**src/rtl/magnitude_comparator_seq.sv**
```systemverilog
// Multi-cycle magnitude comparator: walks the operands MSB-first, DIGIT bits per
// cycle, and stops at the first differing digit with a one-hot gt/eq/lt result.
module magnitude_comparator_seq #(
  parameter int WIDTH = 8,
  parameter int DIGIT = 2
) (
  input  logic             clk,
  input  logic             rst_n,
  input  logic             start,
  input  logic             signed_mode,
  input  logic [WIDTH-1:0] a,
  input  logic [WIDTH-1:0] b,
  output logic             busy,
  output logic             done,
  output logic             gt,
  output logic             eq,
  output logic             lt
);

  localparam int NDIG = WIDTH / DIGIT;
  localparam int CW   = (NDIG > 1) ? $clog2(NDIG) : 1;
  localparam logic [WIDTH-1:0] SIGN_MASK = {1'b1, {(WIDTH-1){1'b0}}};

  generate
    if (WIDTH < 2 || DIGIT < 1 || DIGIT > WIDTH || (WIDTH % DIGIT) != 0) begin : g_bad_params
      $error("magnitude_comparator_seq: illegal WIDTH/DIGIT combination");
    end
  endgenerate

  typedef enum logic {
    IDLE,
    COMPARE
  } state_t;

  state_t           state;
  logic [WIDTH-1:0] a_q;
  logic [WIDTH-1:0] b_q;
  logic [CW-1:0]    cnt;
  logic [DIGIT-1:0] dig_a;
  logic [DIGIT-1:0] dig_b;

  // The operands shift left each cycle, so the digit under test always sits at the top.
  assign dig_a = a_q[WIDTH-1 -: DIGIT];
  assign dig_b = b_q[WIDTH-1 -: DIGIT];

  // Flipping the sign bit of both operands maps two's-complement order onto unsigned order.
  always_ff @(posedge clk) begin
    if (!rst_n) begin
      state <= IDLE;
      busy  <= 1'b0;
      done  <= 1'b0;
      gt    <= 1'b0;
      eq    <= 1'b0;
      lt    <= 1'b0;
      a_q   <= '0;
      b_q   <= '0;
      cnt   <= '0;
    end else begin
      done <= 1'b0;
      case (state)
        IDLE: begin
          if (start) begin
            a_q   <= signed_mode ? (a ^ SIGN_MASK) : a;
            b_q   <= signed_mode ? (b ^ SIGN_MASK) : b;
            cnt   <= CW'(NDIG - 1);
            busy  <= 1'b1;
            state <= COMPARE;
          end
        end
        COMPARE: begin
          if (dig_a != dig_b) begin
            gt    <= (dig_a > dig_b);
            lt    <= (dig_a < dig_b);
            eq    <= 1'b0;
            done  <= 1'b1;
            busy  <= 1'b0;
            state <= IDLE;
          end else if (cnt == '0) begin
            gt    <= 1'b0;
            lt    <= 1'b0;
            eq    <= 1'b1;
            done  <= 1'b1;
            busy  <= 1'b0;
            state <= IDLE;
          end else begin
            cnt <= cnt - 1'b1;
            a_q <= a_q << DIGIT;
            b_q <= b_q << DIGIT;
          end
        end
        default: state <= IDLE;
      endcase
    end
  end

endmodule

```
**config.mk**
```make
export PLATFORM = sky130hd
export DESIGN_NAME = magnitude_comparator_seq
export DESIGN_NICKNAME = d
export VERILOG_FILES = /design/src/rtl/magnitude_comparator_seq.sv
export SDC_FILE = /design/constraint.sdc
export NUM_CORES = 1
export LEC_CHECK = 0
export CORE_MARGIN = 3
export CORE_UTILIZATION = 45
export CTS_CLUSTER_DIAMETER = 80
export DETAILED_ROUTE_END_ITERATION = 7
export GPL_TIMING_DRIVEN = 0
export PLACE_DENSITY = 0.77
export SLEW_MARGIN = 20
export SYNTH_ARGS = -nofsm -noshare
export SYNTH_HDL_FRONTEND = slang
export SYNTH_SLANG_ARGS = --single-unit
```
**constraint.sdc**
```tcl
create_clock -name clk -period 4.6 [get_ports clk]
set_input_delay 0.69 -clock clk [delete_from_list [all_inputs] [get_ports clk]]
set_output_delay 0.69 -clock clk [all_outputs]
set_load 0.005 [all_outputs]
```
==> reports/results.txt <==
Status = finished clean
Fmax = 0.542 GHz
Slew Limit Fails = 0
Final setup violation count = 0
GRT overflow = 0
Vias post-DR = 923
CTS Buf Count = 3
Critical-path top delay cell = clkdlybuf4s50_1
Clock Latency Late Sink = 320 ps
Peak supply drop = 0.000249 V
Critical path, cell by cell = clkdlybuf4s50_1
Clk sinks = 24
Detailed placer's ending HPWL = 1.68 mm
Core ar. = 2280 µm²
Ys flop type = dfxtp_1
Crit path kind = reg -> out
CTS tree = done
Clock Tree Root = clkbuf_4
WP buf/inv = 1
Ant. Diodes = 0
Die H = 55.9 µm
Crit-path max cell delay = 500 ps
Area delta synth->final = 25.7%
Unrepaired setup endpoints after global routing = false
Vias per inst = 5.53
Hold_buf cts = 0
Multi-input gate area = 563 µm²
Vias in the first global route = 890
CTS H-tree lvls = 1
Yosys top cell area share = 42.9%
Leakage power = 0.632 nW
Synthesis-stage register bit count = 24
Worst Tran Pin Value = 473 ps
Largest net degree at the start of global routing = 13
Global placer's final weighted congestion = 0.780
Cell Pwr Density = 311 nW/µm²
Antenna Nets Post-Route = 0
Synth area leaders = dfxtp_1 43%, mux2i_1 11%, o211a_1 11%, o21ai_0 4.9%, ha_1 3.4%
# rows = 17
Initial DRC Count = 16
Max cap viols = 0
Pwr Total = 0.000437 W
Die W = 55.9 µm
Top Family by Delay on Critical Path = buffers and inverters
Maximum fanout along the worst path = 2
Postcts setup bufs = 0
First-pass GRT wire length = 3.91 mm
Layout Skew = 9.90 ps
Max_slew headroom = 68.5%
Sequential share of the synthesized area = 42.9%
Clock Path Buffers = 2
Commonest cells after routing, fill and taps aside = 24 x dfxtp_1, 23 x clkdlybuf4s50_1, 12 x mux2i_1, 12 x o211a_1, 11 x o21ai_0
Crit share post-route = 40.1%
Tmin final = 1850 ps
Dpl ws = 2480 ps
Register area = 480 µm²
Commonest non-fill, non-tap cell in the layout = dfxtp_1
Fin. Hold Viols = 0
Post-synth EDFFs = 0
Synth unique cells = 24
Post-layout util = 61.8%
Startpoint Class = flip-flop
Post-CTS Resized = 0
Post-Route Setup TNS = 0 ps
Critical path endpoint category = output port
Ys async rst share = 0%
Syn Inst Count = 113
Nets = 164
Synthesized area per cell = 9.91 µm²
Leading area contributor after synthesis = dfxtp_1
Initial antenna violation count = 0
CP arrival = 1160 ps
DRT Wirelength = 2.24 mm
Critical Path RT = 3910 ps
Hold crit path type = reg -> reg
Drt pass-1 iters = 4
Net count after synthesis = 136
Post-Syn Area = 1120 µm²
IO Pins = 25
Worst-path clk slew = 130 ps
Yosys warns = 0
Initial core utilization = 49.2%
Final Worst Setup Slack = 2750 ps
Gr usage total = 15.5%
DRC = 0
Filler cell count = 204
WL/cell = 13.4 µm
Die footprint = 3120 µm²
Port Buffers = 23
Layout cell share with drive strength beyond 1 = 5.76%
[report_power, final]
part	internal, W	switching [W]	leakage (nW)
combinational	0.0000588	0.0000484	0.420
clock	0.0000307	0.0000610	0.0138
sequential	0.000228	0.0000102	0.198
[final timing paths]
kind	slack, ps	depth (start not counted)	start	endpoint
worst max register to register	2820	7	b_q[7]$_SDFFE_PN0P_	cnt[1]$_SDFFE_PN0P_
worst min register to register	460	2	b_q[1]$_SDFFE_PN0P_	b_q[1]$_SDFFE_PN0P_
worst max-delay path	2750	1	eq$_SDFFE_PN0P_	eq
worst min-delay path	460	2	b_q[1]$_SDFFE_PN0P_	b_q[1]$_SDFFE_PN0P_
[synthesized netlist by cell type (2+ instances only)]
master,n
clkbuf_1,5
o21a_1,4
o21ai_0,11
o211a_1,12
buf_6,3
dfxtp_1,24
xor2_1,2
ha_1,3
o21ai_1,4
o22ai_1,2
nand3_1,4
a21boi_0,4
nand2_1,8
nor3b_1,2
inv_1,5
mux2i_1,12
[sequential cells by signal (all words and copies together) (netlist names)]
signal	count
b_q	8
state	1
gt	1
eq	1
a_q	8
done	1
busy	1
cnt	2
lt	1
[final cells by class]
class	instances	share of cell area (%)
Clock buffer	3	1.60
Timing Repair Buffer	23	16.4
Tap cell	28	2.49
Buffer	9	4.09
Inverter	5	1.33
Sequential cell	24	34.1
Multi-Input combinational cell	75	40.0
[cells by family (layout without fill, tap and decap cells)]
family / after synthesis / in the layout / synth area share (%)
compound gates: 38 / 38 / 24.4
flops: 24 / 24 / 42.9
simple gates: 20 / 20 / 10.3
buf+inv: 14 / 40 / 6.82
mux: 12 / 12 / 10.7
fa+ha+maj: 3 / 3 / 3.35
xor+xnor: 2 / 2 / 1.56
[through the flow]
step                cells  area, µm²  hold WS [ps]
detailed placement    164       1390           447
CTS                   167       1410           465
floorplan             113       1120           428
global placement      164       1390           437
finish                167       1410           462
global route          167       1410           475
[metal layers]
| layer | GRT usage (%) | routed length (µm) | vias up |
|---|---|---|---|
| met5 | 0 | 0 | - |
| met4 | 6.10 | 42 | 0 |
| met3 | 2.78 | 102 | 5 |
| met2 | 27.2 | 1090 | 20 |
| met1 | 18.6 | 998 | 438 |
| li1 | - | - | 460 |
(Power assumes the default switching activity.)
